$ cat src/rtl/timing_gen_pkg.sv
// timing_gen_pkg: shared codes for the 4004 machine-cycle sequencer.
//   ST_*      : 3-bit state codes, A1=0 ... X3=7, in sequencing order.
//   SP_*      : 2-bit subphase codes within a state.
//   strobes_t : one bit per state strobe; bit position equals the state code.
package timing_gen_pkg;

    localparam logic [2:0] ST_A1 = 3'd0;
    localparam logic [2:0] ST_A2 = 3'd1;
    localparam logic [2:0] ST_A3 = 3'd2;
    localparam logic [2:0] ST_M1 = 3'd3;
    localparam logic [2:0] ST_M2 = 3'd4;
    localparam logic [2:0] ST_X1 = 3'd5;
    localparam logic [2:0] ST_X2 = 3'd6;
    localparam logic [2:0] ST_X3 = 3'd7;

    localparam logic [1:0] SP_C1 = 2'd0;   // clk1 subphase
    localparam logic [1:0] SP_G1 = 2'd1;   // gap after clk1
    localparam logic [1:0] SP_C2 = 2'd2;   // clk2 subphase
    localparam logic [1:0] SP_G2 = 2'd3;   // gap after clk2, last of the state

    // Field order puts a12 at bit 0 so a plain shift by the state code
    // produces the matching one-hot strobe set.
    typedef struct packed {
        logic x32;
        logic x22;
        logic x12;
        logic m22;
        logic m12;
        logic a32;
        logic a22;
        logic a12;
    } strobes_t;

    function automatic strobes_t state_strobes(input logic [2:0] st);
        return strobes_t'(8'd1 << st);
    endfunction

endpackage

$ cat src/rtl/timing_gen_phase_div.sv
// phase_div: sysclk divider and subphase counter.
//   sysclk : clock, rising edge
//   poc_n  : synchronous active-low reset
//   clr    : synchronous clear, holds both counters at 0
//   sub    : current subphase (SP_C1..SP_G2)
//   tc     : high on the last sysclk of the last subphase of a state
module phase_div
    import timing_gen_pkg::*;
#(
    parameter int CLK_DIV = 2
) (
    input  logic       sysclk,
    input  logic       poc_n,
    input  logic       clr,
    output logic [1:0] sub,
    output logic       tc
);

    // Keep at least one bit so CLK_DIV==1 still elaborates; div then stays 0.
    localparam int DIV_W = (CLK_DIV > 1) ? $clog2(CLK_DIV) : 1;

    logic [DIV_W-1:0] div;
    logic             div_last;

    assign div_last = (div == DIV_W'(CLK_DIV - 1));
    assign tc       = div_last && (sub == SP_G2);

    always_ff @(posedge sysclk) begin
        if (!poc_n || clr) begin
            div <= '0;
            sub <= SP_C1;
        end else if (div_last) begin
            div <= '0;
            sub <= sub + 2'd1;
        end else begin
            div <= div + DIV_W'(1);
        end
    end

endmodule

$ cat src/rtl/timing_gen.sv
// timing_gen: machine-cycle sequencer for the 4004 core boards.
//   sysclk      : clock, rising edge
//   poc_n       : synchronous active-low reset
//   run         : 1 free-run, 0 halt at the next machine-cycle boundary
//   clk1, clk2  : two-phase subphase clocks (subphase 0 / subphase 2)
//   a12..x32    : state strobes, one per state A1..X3
//   x21_clk2    : active-low, clk2 of X2
//   x31_clk2    : active-low, clk2 of X3
//   sync_n      : active-low, whole of X3
//   poc         : power-on clear to the other boards
//   halted      : parked in HALT
//   mcycle_cnt  : completed machine cycles, wrapping
// All outputs are registered decodes of the counters, one sysclk behind them.
module timing_gen
    import timing_gen_pkg::*;
#(
    parameter int CLK_DIV    = 2,
    parameter int POC_CYCLES = 2,
    parameter int CNT_W      = 16
) (
    input  logic             sysclk,
    input  logic             poc_n,
    input  logic             run,
    output logic             clk1,
    output logic             clk2,
    output logic             a12,
    output logic             a22,
    output logic             a32,
    output logic             m12,
    output logic             m22,
    output logic             x12,
    output logic             x22,
    output logic             x32,
    output logic             x21_clk2,
    output logic             x31_clk2,
    output logic             sync_n,
    output logic             poc,
    output logic             halted,
    output logic [CNT_W-1:0] mcycle_cnt
);

    localparam logic [0:0] FSM_RUN  = 1'b0;
    localparam logic [0:0] FSM_HALT = 1'b1;

    localparam int POC_W = $clog2(POC_CYCLES + 1);

    logic [0:0]       fsm;
    logic [2:0]       st;
    logic [1:0]       sub;
    logic             tc;
    logic             boundary;
    logic [POC_W-1:0] poc_cnt;
    logic             poc_done;
    strobes_t         strb;

    // In HALT the divider is held cleared so a resume starts at A1/sub0/div0.
    phase_div #(.CLK_DIV(CLK_DIV)) u_phase_div (
        .sysclk (sysclk),
        .poc_n  (poc_n),
        .clr    (fsm == FSM_HALT),
        .sub    (sub),
        .tc     (tc)
    );

    assign boundary = (fsm == FSM_RUN) && tc && (st == ST_X3);
    assign poc_done = (poc_cnt == POC_W'(POC_CYCLES));

    // Counters wrap to A1/0/0 on their own at a boundary, so entering HALT
    // leaves them at 0 without an explicit clear on that edge.
    always_ff @(posedge sysclk) begin
        if (!poc_n) begin
            fsm        <= FSM_RUN;
            st         <= ST_A1;
            mcycle_cnt <= '0;
            poc_cnt    <= '0;
        end else begin
            case (fsm)
                FSM_RUN: begin
                    if (tc)
                        st <= st + 3'd1;
                    if (boundary) begin
                        mcycle_cnt <= mcycle_cnt + CNT_W'(1);
                        if (!poc_done)
                            poc_cnt <= poc_cnt + POC_W'(1);
                        if (!run)
                            fsm <= FSM_HALT;
                    end
                end
                default: begin
                    st <= ST_A1;
                    if (run)
                        fsm <= FSM_RUN;
                end
            endcase
        end
    end

    // poc only drops while decoding RUN, so a final counted boundary that
    // parks in HALT keeps poc high until the resumed A1 appears.
    always_ff @(posedge sysclk) begin
        if (!poc_n) begin
            clk1     <= 1'b0;
            clk2     <= 1'b0;
            strb     <= '0;
            x21_clk2 <= 1'b1;
            x31_clk2 <= 1'b1;
            sync_n   <= 1'b1;
            poc      <= 1'b1;
            halted   <= 1'b0;
        end else begin
            halted <= (fsm == FSM_HALT);
            if (fsm == FSM_RUN) begin
                clk1     <= (sub == SP_C1);
                clk2     <= (sub == SP_C2);
                strb     <= state_strobes(st);
                x21_clk2 <= !((st == ST_X2) && (sub == SP_C2));
                x31_clk2 <= !((st == ST_X3) && (sub == SP_C2));
                sync_n   <= (st != ST_X3);
                if (poc_done)
                    poc <= 1'b0;
            end else begin
                clk1     <= 1'b0;
                clk2     <= 1'b0;
                strb     <= '0;
                x21_clk2 <= 1'b1;
                x31_clk2 <= 1'b1;
                sync_n   <= 1'b1;
            end
        end
    end

    assign a12 = strb.a12;
    assign a22 = strb.a22;
    assign a32 = strb.a32;
    assign m12 = strb.m12;
    assign m22 = strb.m22;
    assign x12 = strb.x12;
    assign x22 = strb.x22;
    assign x32 = strb.x32;

endmodule

$ cat config.mk
export PLATFORM = sky130hd
export DESIGN_NAME = timing_gen
export DESIGN_NICKNAME = d
export VERILOG_FILES = /design/src/rtl/timing_gen_pkg.sv /design/src/rtl/timing_gen_phase_div.sv /design/src/rtl/timing_gen.sv
export SDC_FILE = /design/constraint.sdc
export NUM_CORES = 1
export LEC_CHECK = 0
export BUFFER_PORTS_ARGS = -buffer_cell sky130_fd_sc_hd__buf_2
export CORE_MARGIN = 5
export CORE_UTILIZATION = 40
export DETAILED_ROUTE_END_ITERATION = 6
export MAX_ROUTING_LAYER = met4
export PLACE_DENSITY_LB_ADDON = 0.3
export SYNTH_ARGS = -nofsm -noshare
export SYNTH_HDL_FRONTEND = slang
export SYNTH_SLANG_ARGS = --single-unit
$ cat constraint.sdc
create_clock -name sysclk -period 2.6 [get_ports sysclk]
set_input_delay 0.13 -clock sysclk [delete_from_list [all_inputs] [get_ports sysclk]]
set_output_delay 0.13 -clock sysclk [all_outputs]
set_load 0.03 [all_outputs]
==> reports/metrics.yaml, run 1 <==
layout:
  final_cell_mix: "dfxtp_1, buf_2, nand2_1"
  n_antenna_cell: 0
  postLayoutCoreUtil_pct: 49.9
  post_layout_nonfiller_instances: 252
  final_common_cell: "dfxtp_1"
  drive_gt1_share_pct: 24.8
  finalNetCount: 214
  area_growth_pct: 19.3
  post-route-cell-area_um2: 2010
detailed_routing:
  via_per_inst: 4.64
  drt.antenna.violating_nets: 0
  drcViolationCount: 0
  routed_wl_um: 2930
  dr.pass1.iters: 4
  drt_iter0_markers: 52
  vias: 1170
  wl_per_cell_um: 11.6
placed_design:
  dp_hpwl_um: 2080
  placed_cell_area_um2: 1880
  gp_congestion: 0.706
  io_buffers: 33
  dp.cells: 243
die:
  start_util_pct: 41.8
  die-width_um: 74.9
  rows: 23
  dieArea_um2: 5610
  pin_count: 34
  core_um2: 4030
  die_h_um: 74.9
clock_network:
  cts_hold_buf: 1
  clockRootBuffer: "clkbuf_8"
  cts_buffers: 5
  clock-sinks: 40
  post_cts_buffers: 0
  cts_buffer_depth: 2
  insertion_delay_ns: 0.30
  cts_tree: "built"
  htreeDepth: 2
  clk_pin_slew_worst_paths_ns: 0.08
  post_cts_resize_count: 0
timing:
  setup_viol: 0
  fin_skew_ns: 0.00754
  slew_violations: 0
  finalHoldViolCount: 0
  max_freq_mhz: 494
  fin_crit_ns: 2.03
  finalSetupTns_ns: 0
  finalCritPeriodShare_pct: 77.9
  rsz0062_at_grt: "no"
  worst_slew_pin_slew_ns: 0.419
  max_slew_margin_pct: 72.0
power:
  cellLeakagePower_uw: 0.00100
  powerDensity_nw_per_um2: 595
  peakVddDrop_mv: 0.284
synthesis:
  ys_seq_elements: 40
  syn_inst: 164
  ys_warn_count: 0
  syn-num-nets: 177
  ys_seq_area_share_pct: 47.5
  syn_area_um2: 1690
  synth.distinct_cells: 34
  syn_area_per_cell_um2: 10.3
global_routing:
  grt_max_degree: 29
  antenna_found_initial: 0
  grt_pass1_wl_um: 5200
  grt_use_total_pct: 12.7
  overflow: 0
  first_global_vias: 1157
worst_hold_path:
  hold_class: "in2reg"
  min_from: "poc_n"
critical_path:
  cp_cell_sequence: "ha_1 -> ha_1 -> nand4b_4 -> nor4_2 -> and3_1 -> mux2i_1"
  cp-start-kind: "flop"
  cp.required_ns: 2.83
  crit_start: "st[1]$_SDFFE_PP0P_"
  cpPeakStageDelay_ns: 0.42
  path_class: "reg2reg"
  critPathCaptureType: "flop"
  crit_slowest_cell: "nor4_2"
  arrival_ns: 2.26
  rr_startpoint: "st[1]$_SDFFE_PP0P_"
  critical_path.max_fanout: 14
  crit_path_frequent_cell: "ha_1"
run_status:
  status: "finished clean"
flow_run:
  max_cap_viol_count: 0
==> Yosys cell counts <==
cell type  number  area share (%)
dfxtp_1        40              48
nand2_1        18             4.0
and2_1         17             6.3
ha_1           10             7.4
inv_1           8             1.8
xor2_1          8             4.2
mux2i_1         7             4.2
nand3_1         7             2.1
nor2_1          6             1.3
and3_1          5             1.9
nand2b_1        5             1.9
xnor2_1         4             2.1
nor3_2          3             1.8
a21oi_1         2            0.59
buf_6           2             1.3
nor2b_1         2            0.74
nor4_1          2            0.74
o21ai_0         2            0.59
a21boi_1        1            0.45
a31oi_1         1            0.37
and4_1          1            0.52
buf_4           1            0.45
clkbuf_1        1            0.22
nand4_1         1            0.37
nand4_4         1             1.3
nand4b_4        1             1.4
nor2_2          1            0.37
nor3_1          1            0.30
nor3b_1         1            0.45
nor4_2          1            0.74
nor4_4          1             1.3
o211a_1         1            0.59
or2b_2          1            0.52
or3_1           1            0.37
==> critical path: cells and delay by family, from the launching register on <==
family	cells	cell delay (ns)
DFF	1	0.38
adders and majority gates	2	0.47
and+or+nand+nor	3	0.94
muxes	1	0.16
==> metrics by stage <==
stage,power (uW),hold slack (ns),worst slack (ns)
floorplan,671,0.206,0.939
global route,1250,0.248,0.399
finish,1200,0.214,0.574
global placement,680,0.308,0.663
CTS,1220,0.212,0.547
detailed placement,680,0.296,0.570
==> per-layer routing <==
layer	routed length [um]	vias up	part of all wire, %	global-route usage [%]
li1	-	612	-	-
met1	1400	523	48	15.6
met2	1250	29	43	18.2
met3	205	6	7.0	4.14
met4	73	0	2.5	7.11
met5	0	-	0	-
==> state kept, by name, indices dropped and copies added (netlist names) <==
signal,flops
a12,1
a22,1
a32,1
clk1,1
clk2,1
fsm,1
halted,1
m12,1
m22,1
mcycle_cnt,16
poc,1
poc_cnt,2
st,3
sync_n,1
u_phase_div.div,1
u_phase_div.sub,2
x12,1
x21_clk2,1
x22,1
x31_clk2,1
x32,1
==> path summary, 6_finish.rpt <==
kind / slack (ns) / endpoint / cells after the start
setup / recovery: 0.57 / mcycle_cnt[15]$_SDFFE_PN0P_ / 6
setup reg to reg: 0.57 / mcycle_cnt[15]$_SDFFE_PN0P_ / 6
hold reg to reg: 0.47 / poc$_SDFFE_PN1P_ / 2
hold / removal: 0.21 / poc$_SDFFE_PN1P_ / 2
==> logic make-up (layout without fill, tap and decap cells) <==
group | count (synthesis) | after routing | synth area share, %
simple gates | 76 | 76 | 28.3
flops | 40 | 40 | 47.5
xor+xnor | 12 | 12 | 6.24
buf+inv | 12 | 50 | 3.79
fa+ha+maj | 10 | 10 | 7.42
compound gates | 7 | 7 | 2.60
mux | 7 | 7 | 4.16
==> power breakdown <==
| group | internal, uW | total [uW] | switching, uW | leakage [uW] |
|---|---|---|---|---|
| registers | 620 | 626 | 6.83 | 0.000324 |
| logic | 15.3 | 40.6 | 25.4 | 0.000618 |
| clock network | 314 | 529 | 215 | 0.0000614 |
==> final cells by class <==
type,instances,area [um^2]
Clock buffer,6,82.6
Multi-Input combinational cell,112,821
Clock inverter,2,38.8
Tap cell,50,62.6
Sequential cell,40,801
Timing Repair Buffer,34,175
Inverter,8,30.0
Fill cell,391,2020
Power figures use the tool's default switching activity.
==> run 2, diff against run 1 <==
==> constraint.sdc (replaced) <==
create_clock -name sysclk -period 2 [get_ports sysclk]
set_input_delay 0.1 -clock sysclk [delete_from_list [all_inputs] [get_ports sysclk]]
set_output_delay 0.1 -clock sysclk [all_outputs]
set_load 0.03 [all_outputs]
==> run 2 against run 1 <==
Die area unchanged. Sequential share of layout area shrank 0.61 points. Via count grew 1.5%. Total power up 26%. Clock-buffer cell count is 1 lower. Highest routed layer unchanged.
==> reports/metrics.yaml, run 2 (synthesis results as in run 1) <==
critical_path:
  arrival_ns: 2.01  # was 2.26 ns
  crit_start: "st[1]$_SDFFE_PP0P_"  # unchanged
  cp_cell_sequence: "ha_1 -> ha_2 -> nand4b_4 -> buf_4 -> nor3_1 -> xor2_1 -> and2_1"  # was ha_1 -> ha_1 -> nand4b_4 -> nor4_2 -> and3_1 -> mux2i_1
  rr_startpoint: "st[1]$_SDFFE_PP0P_"  # unchanged
  path_class: "reg2reg"  # unchanged
  cp-start-kind: "flop"  # unchanged
  crit_slowest_cell: "dfxtp_1"  # was nor4_2
  cpPeakStageDelay_ns: 0.38  # was 0.42 ns
  critPathCaptureType: "flop"  # unchanged
  cp.required_ns: 2.18  # was 2.83 ns
  critical_path.max_fanout: 10  # was 14
power:
  clkPwrFrac_pct: 42.4  # was 44.2%
  peakVddDrop_mv: 0.349  # was 0.284 mV
  finalPower_uw: 1510  # was 1200 uW
  switching_share_pct: 20.8  # was 20.7%
  pwr-share-comb_pct: 3.9  # was 3.4%
  switchingPower_uw: 314  # was 247 uW
  powerDensity_nw_per_um2: 740  # was 595 nW/um^2
  seq_power_share_pct: 53.7  # was 52.4%
  cellLeakagePower_uw: 0.00103  # was 0.00100 uW
  p_int_uw: 1200  # was 948 uW
placed_design:
  io_buffers: 33  # unchanged
  dp.cells: 247  # was 243
  place_ws_ns: 0.124  # was 0.570 ns
  gp_congestion: 0.728  # was 0.706
  dp_hpwl_um: 2190  # was 2080 um
run_status:
  status: "finished clean"  # unchanged
die:
  dieArea_um2: 5610  # unchanged
  rows: 23  # unchanged
  core_um2: 4030  # unchanged
  start_util_pct: 41.8  # unchanged
  die_h_um: 74.9  # unchanged
  pin_count: 34  # unchanged
  die-width_um: 74.9  # unchanged
layout:
  regMostFlops: "mcycle_cnt"  # unchanged
  post_layout_nonfiller_instances: 256  # was 252
  n_antenna_cell: 0  # unchanged
  drive_gt1_share_pct: 26.7  # was 24.8%
  largest_reg_flops: 16  # unchanged
  final_cell_mix: "dfxtp_1, buf_2, nand2_1"  # unchanged
  final_common_cell: "dfxtp_1"  # unchanged
  finalNetCount: 218  # was 214
  reg_top3: "mcycle_cnt (16), st (3)"  # unchanged
  area_growth_pct: 21.2  # was 19.3%
timing:
  rsz0062_at_grt: "no"  # unchanged
  fin_crit_ns: 1.83  # was 2.03 ns
  finalCritPeriodShare_pct: 91.4  # was 77.9%
  finalSetupTns_ns: 0  # unchanged
  fin_skew_ns: 0.00485  # was 0.00754 ns
  max_slew_margin_pct: 78.6  # was 72.0%
  finalHoldViolCount: 0  # unchanged
  setup_ws_ns: 0.172  # was 0.574 ns
  max_freq_mhz: 547  # was 494 MHz
  slew_violations: 0  # unchanged
  timing.hold.ws_ns: 0.0808  # was 0.214 ns
  worst_slew_pin_slew_ns: 0.320  # was 0.419 ns
  setup_viol: 0  # unchanged
detailed_routing:
  via_per_inst: 4.64  # about the same
  wl_per_cell_um: 11.5  # was 11.6 um
  vias: 1188  # was 1170
  drcViolationCount: 0  # unchanged
  dr.pass1.iters: 3  # was 4
  drt.antenna.violating_nets: 0  # unchanged
  drt_iter0_markers: 28  # was 52
  routed_wl_um: 2940  # was 2930 um
flow_run:
  max_cap_viol_count: 0  # unchanged
clock_network:
  post_cts_buffers: 0  # unchanged
  cts_buffers: 5  # unchanged
  htreeDepth: 2  # unchanged
  insertion_delay_ns: 0.28  # was 0.30 ns
  cts_buffer_depth: 2  # unchanged
  clk_pin_slew_worst_paths_ns: 0.08  # about the same
  cts_tree: "built"  # unchanged
  clock-sinks: 40  # unchanged
  clockRootBuffer: "clkbuf_8"  # unchanged
global_routing:
  grt.met3_usage_pct: 3.74  # was 4.14%
  grt-busiest-layer: "met2"  # unchanged
  first_global_vias: 1160  # was 1157
  grt_use_met1_pct: 16.1  # was 15.6%
  grt_pass1_wl_um: 5330  # was 5200 um
  overflow: 0  # unchanged
  grt_max_degree: 18  # was 29
  grt_use_total_pct: 12.5  # was 12.7%
  antenna_found_initial: 0  # unchanged
  grtUsageMet2_pct: 18.5  # was 18.2%
worst_hold_path:
  min_from: "poc_n"  # unchanged
  hold_class: "in2reg"  # unchanged
[run 2: changes by cell type in the layout (fill, tap and decap cells not counted)]
cell        previous run  this run
ha_1                  10         9
clkbuf_8               6         5
clkinv_4               1         0
clkinv_2               0         1
buf_4                  0         4
clkinvlp_4             0         1
nor4_2                 1         0
ha_2                   0         1
nor4_4                 1         2
[run 2: worst max-delay path: cells and delay by family (launching register included)]
kind / cells / cell delay [ns]
adder cells (fa/ha/maj): 2 / 0.46
XOR/XNOR: 1 / 0.10
buffers and inverters: 1 / 0.23
flip-flops: 1 / 0.38
AND/OR/NAND/NOR: 3 / 0.55
[run 2: repair_timing]
item | in CTS | in global routing
endpoints found under the hold margin | 1 | 0
setup endpoints to repair | 0 | 3
gates resized for setup | 0 | 2
hold buffers | 1 | 0
[run 2: layer usage]
metal / up-vias / wire length, um
li1: 620 / -
met2: 24 / 1290
met3: 5 / 197
met5: - / 0
met1: 539 / 1390
met4: 0 / 54
[run 2: layout make-up]
type,instances,area [um^2]
clock inverter,3,42.5
sequential,40,801
timing repair buffer,38,205
tap,50,62.6
inverter,8,30.0
multi-input combinational,112,832
clock buffer,5,68.8
fill,395,1990
[run 2: metrics by stage]
stage	util, %	area (um^2)
6_report	50.7	2040
3_5_place_dp	47.4	1910
2_1_floorplan	-	1690
4_1_cts	50.4	2030
3_3_place_gp	47.4	1910
5_1_grt	50.7	2040
[run 2: final timing paths]
kind                                      to  slack, ns  cells after the start
setup / recovery  mcycle_cnt[7]$_SDFFE_PN0P_       0.17                      7
hold / removal              poc$_SDFFE_PN1P_       0.08                      2
setup reg to reg  mcycle_cnt[7]$_SDFFE_PN0P_       0.17                      7
hold reg to reg             poc$_SDFFE_PN1P_       0.48                      2
[run 2: power groups by stage]
stage | sequential (uW) | combinational [uW] | clock [uW]
global placement | 830 | 58.3 | 0
global route | 812 | 67.6 | 695
detailed placement | 830 | 58.7 | 0
finish | 811 | 59.1 | 642
floorplan | 837 | 34.6 | 0
CTS | 811 | 60.3 | 664
==> run 3, diff against run 2 <==
--- a/config.mk
+++ b/config.mk
@@ -6,8 +6,10 @@
 export NUM_CORES = 1
 export LEC_CHECK = 0
 export BUFFER_PORTS_ARGS = -buffer_cell sky130_fd_sc_hd__buf_2
+export CELL_PAD_IN_SITES_DETAIL_PLACEMENT = 1
+export CELL_PAD_IN_SITES_GLOBAL_PLACEMENT = 2
 export CORE_MARGIN = 5
-export CORE_UTILIZATION = 40
+export CORE_UTILIZATION = 33
 export DETAILED_ROUTE_END_ITERATION = 6
 export MAX_ROUTING_LAYER = met4
 export PLACE_DENSITY_LB_ADDON = 0.3
==> run 3 against run 2 <==
Cell area grew 0.18%. Sequential share of layout area is 0.072 points lower. Sequential power barely moved. Sequential cell count stayed put. Clock-buffer cell count rose by 1. Die area increased by 18%. Utilization fell by 10 points. Total power down 5.5%. Non-clock buffer count is 1 lower. Register-to-register slack better by 0.03 ns. Critical path type unchanged.
==> reports/metrics.yaml, run 3 (synthesis results as in run 1) <==
clock_network:
  post_cts_buffers: 0  # unchanged
  cts_tree: "built"  # unchanged
  clock-sinks: 40  # unchanged
  cts_buffer_depth: 2  # unchanged
  clk_pin_slew_worst_paths_ns: 0.08  # about the same
  insertion_delay_ns: 0.29  # was 0.28 ns
  clockRootBuffer: "clkbuf_8"  # unchanged
  htreeDepth: 2  # unchanged
  cts_buffers: 5  # unchanged
critical_path:
  cp-start-kind: "flop"  # unchanged
  cpPeakStageDelay_ns: 0.38  # about the same
  cp_top_family: "simple AND/OR/NAND/NOR gates"  # unchanged
  critPathCaptureType: "flop"  # unchanged
  cp.required_ns: 2.19  # was 2.18 ns
  arrival_ns: 1.98  # was 2.01 ns
  crit_slowest_cell: "dfxtp_1"  # unchanged
  path_class: "reg2reg"  # unchanged
  path_buf_inv: 1  # unchanged
  critical_path.max_fanout: 10  # unchanged
  cp_cell_sequence: "ha_1 -> ha_2 -> nand4b_4 -> buf_4 -> nor3_1 -> xor2_1 -> and2_1"  # unchanged
timing:
  finalHoldViolCount: 0  # unchanged
  worst_slew_pin_slew_ns: 0.482  # was 0.320 ns
  max_slew_margin_pct: 67.8  # was 78.6%
  finalCritPeriodShare_pct: 89.9  # was 91.4%
  fin_skew_ns: 0.00403  # was 0.00485 ns
  finalSetupTns_ns: 0  # unchanged
  rsz0062_at_grt: "no"  # unchanged
  slew_violations: 0  # unchanged
  fin_crit_ns: 1.80  # was 1.83 ns
  setup_viol: 0  # unchanged
  max_freq_mhz: 556  # was 547 MHz
power:
  powerDensity_nw_per_um2: 698  # was 740 nW/um^2
  cellLeakagePower_uw: 0.00101  # was 0.00103 uW
  peakVddDrop_mv: 0.234  # was 0.349 mV
die:
  die_h_um: 81.5  # was 74.9 um
  die-width_um: 81.5  # was 74.9 um
  rows: 26  # was 23
  start_util_pct: 33.4  # was 41.8%
  core_um2: 5040  # was 4030 um^2
  dieArea_um2: 6640  # was 5610 um^2
  pin_count: 34  # unchanged
detailed_routing:
  drt.antenna.violating_nets: 0  # unchanged
  dr.pass1.iters: 4  # was 3
  drcViolationCount: 0  # unchanged
  wl_per_cell_um: 12.9  # was 11.5 um
  drt_iter0_markers: 21  # was 28
  via_per_inst: 4.48  # was 4.64
  routed_wl_um: 3560  # was 2940 um
  vias: 1233  # was 1188
layout:
  seq_area_um2: 801  # unchanged
  finalNetCount: 217  # was 218
  regMostFlops: "mcycle_cnt"  # unchanged
  fillers: 591  # was 395
  multi_input_area_um2: 832  # unchanged
  n_antenna_cell: 0  # unchanged
  area_growth_pct: 21.4  # was 21.2%
  drive_gt1_share_pct: 26.3  # was 26.7%
  final_cell_mix: "dfxtp_1, buf_2, nand2_1"  # unchanged
  final_common_cell: "dfxtp_1"  # unchanged
  post-route-cell-area_um2: 2050  # was 2040 um^2
  reg_top3: "mcycle_cnt (16), st (3)"  # unchanged
  largest_reg_flops: 16  # unchanged
global_routing:
  grt_use_total_pct: 12.3  # was 12.5%
  grt-busiest-layer: "met2"  # unchanged
  grt_pass1_wl_um: 5990  # was 5330 um
  first_global_vias: 1231  # was 1160
  grt.met3_usage_pct: 3.62  # was 3.74%
  grt_use_met1_pct: 14.7  # was 16.1%
  grtUsageMet2_pct: 19.5  # was 18.5%
  antenna_found_initial: 0  # unchanged
  overflow: 0  # unchanged
  grt_max_degree: 28  # was 18
placed_design:
  io_buffers: 33  # unchanged
  dp_hpwl_um: 2730  # was 2190 um
  placed_cell_area_um2: 1930  # was 1910 um^2
  gp_congestion: 0.756  # was 0.728
worst_hold_path:
  hold_class: "in2reg"  # unchanged
run_status:
  status: "finished clean"  # unchanged
flow_run:
  max_cap_viol_count: 0  # unchanged
-- run 3: changes by cell type in the layout (fill, tap and decap cells not counted), sizes merged --
cell | before | now
clkbuf | 5 | 6
clkinv | 1 | 0
bufinv | 1 | 0
buf | 37 | 36
clkinvlp | 1 | 2
-- run 3: path summary, 6_finish.rpt --
path,from,depth (start not counted),end,slack (ns)
hold reg to reg,mcycle_cnt[15]$_SDFFE_PN0P_,2,mcycle_cnt[15]$_SDFFE_PN0P_,0.48
setup reg to reg,st[1]$_SDFFE_PP0P_,7,mcycle_cnt[7]$_SDFFE_PN0P_,0.20
setup / recovery,st[1]$_SDFFE_PP0P_,7,mcycle_cnt[7]$_SDFFE_PN0P_,0.20
hold / removal,poc_n,3,poc$_SDFFE_PN1P_,0.24
-- run 3: worst min-delay path, delay by kind of cell --
kind | cells | cell delay, ns
AND/OR/NAND/NOR | 1 | 0.09
buffers and inverters | 2 | 0.31
-- run 3: cell type report --
cell class,instances,area share (%)
flip-flops and latches,40,39.1
well taps,70,4.28
inverters,8,1.47
clock buffers,6,4.04
clock inverters,2,0.734
repair buffers,37,9.66
multi-input cells,112,40.7
-- run 3: power by group --
group	internal, uW	switching [uW]
sequential	805	6.55
clock	279	276
combinational	23.2	38.5
total	1110	321
-- run 3: per-layer routing --
metal	share of wire, %	vias to the layer above
li1	-	621
met1	46	583
met2	48	24
met3	4.5	5
met4	1.3	0
met5	0	-
-- run 3: stage by stage --
step	total power (uW)	util, %	setup WS (ns)	std cells	hold WS [ns]
after floorplan	872	-	0.339	164	0.176
after global placement	888	38.2	0.211	266	0.279
after detailed placement	893	38.2	0.0908	266	0.278
after CTS	1460	40.3	0.0693	275	0.243
after global routing	1510	40.6	0.0571	275	0.279
final	1430	40.6	0.201	275	0.244
-- run 3: timing repair --
action                     in CTS  in global routing
hold buffers                    1                  0
hold endpoints to repair        1                  0
setup endpoints to repair       0                  2
resized for setup               0                  2
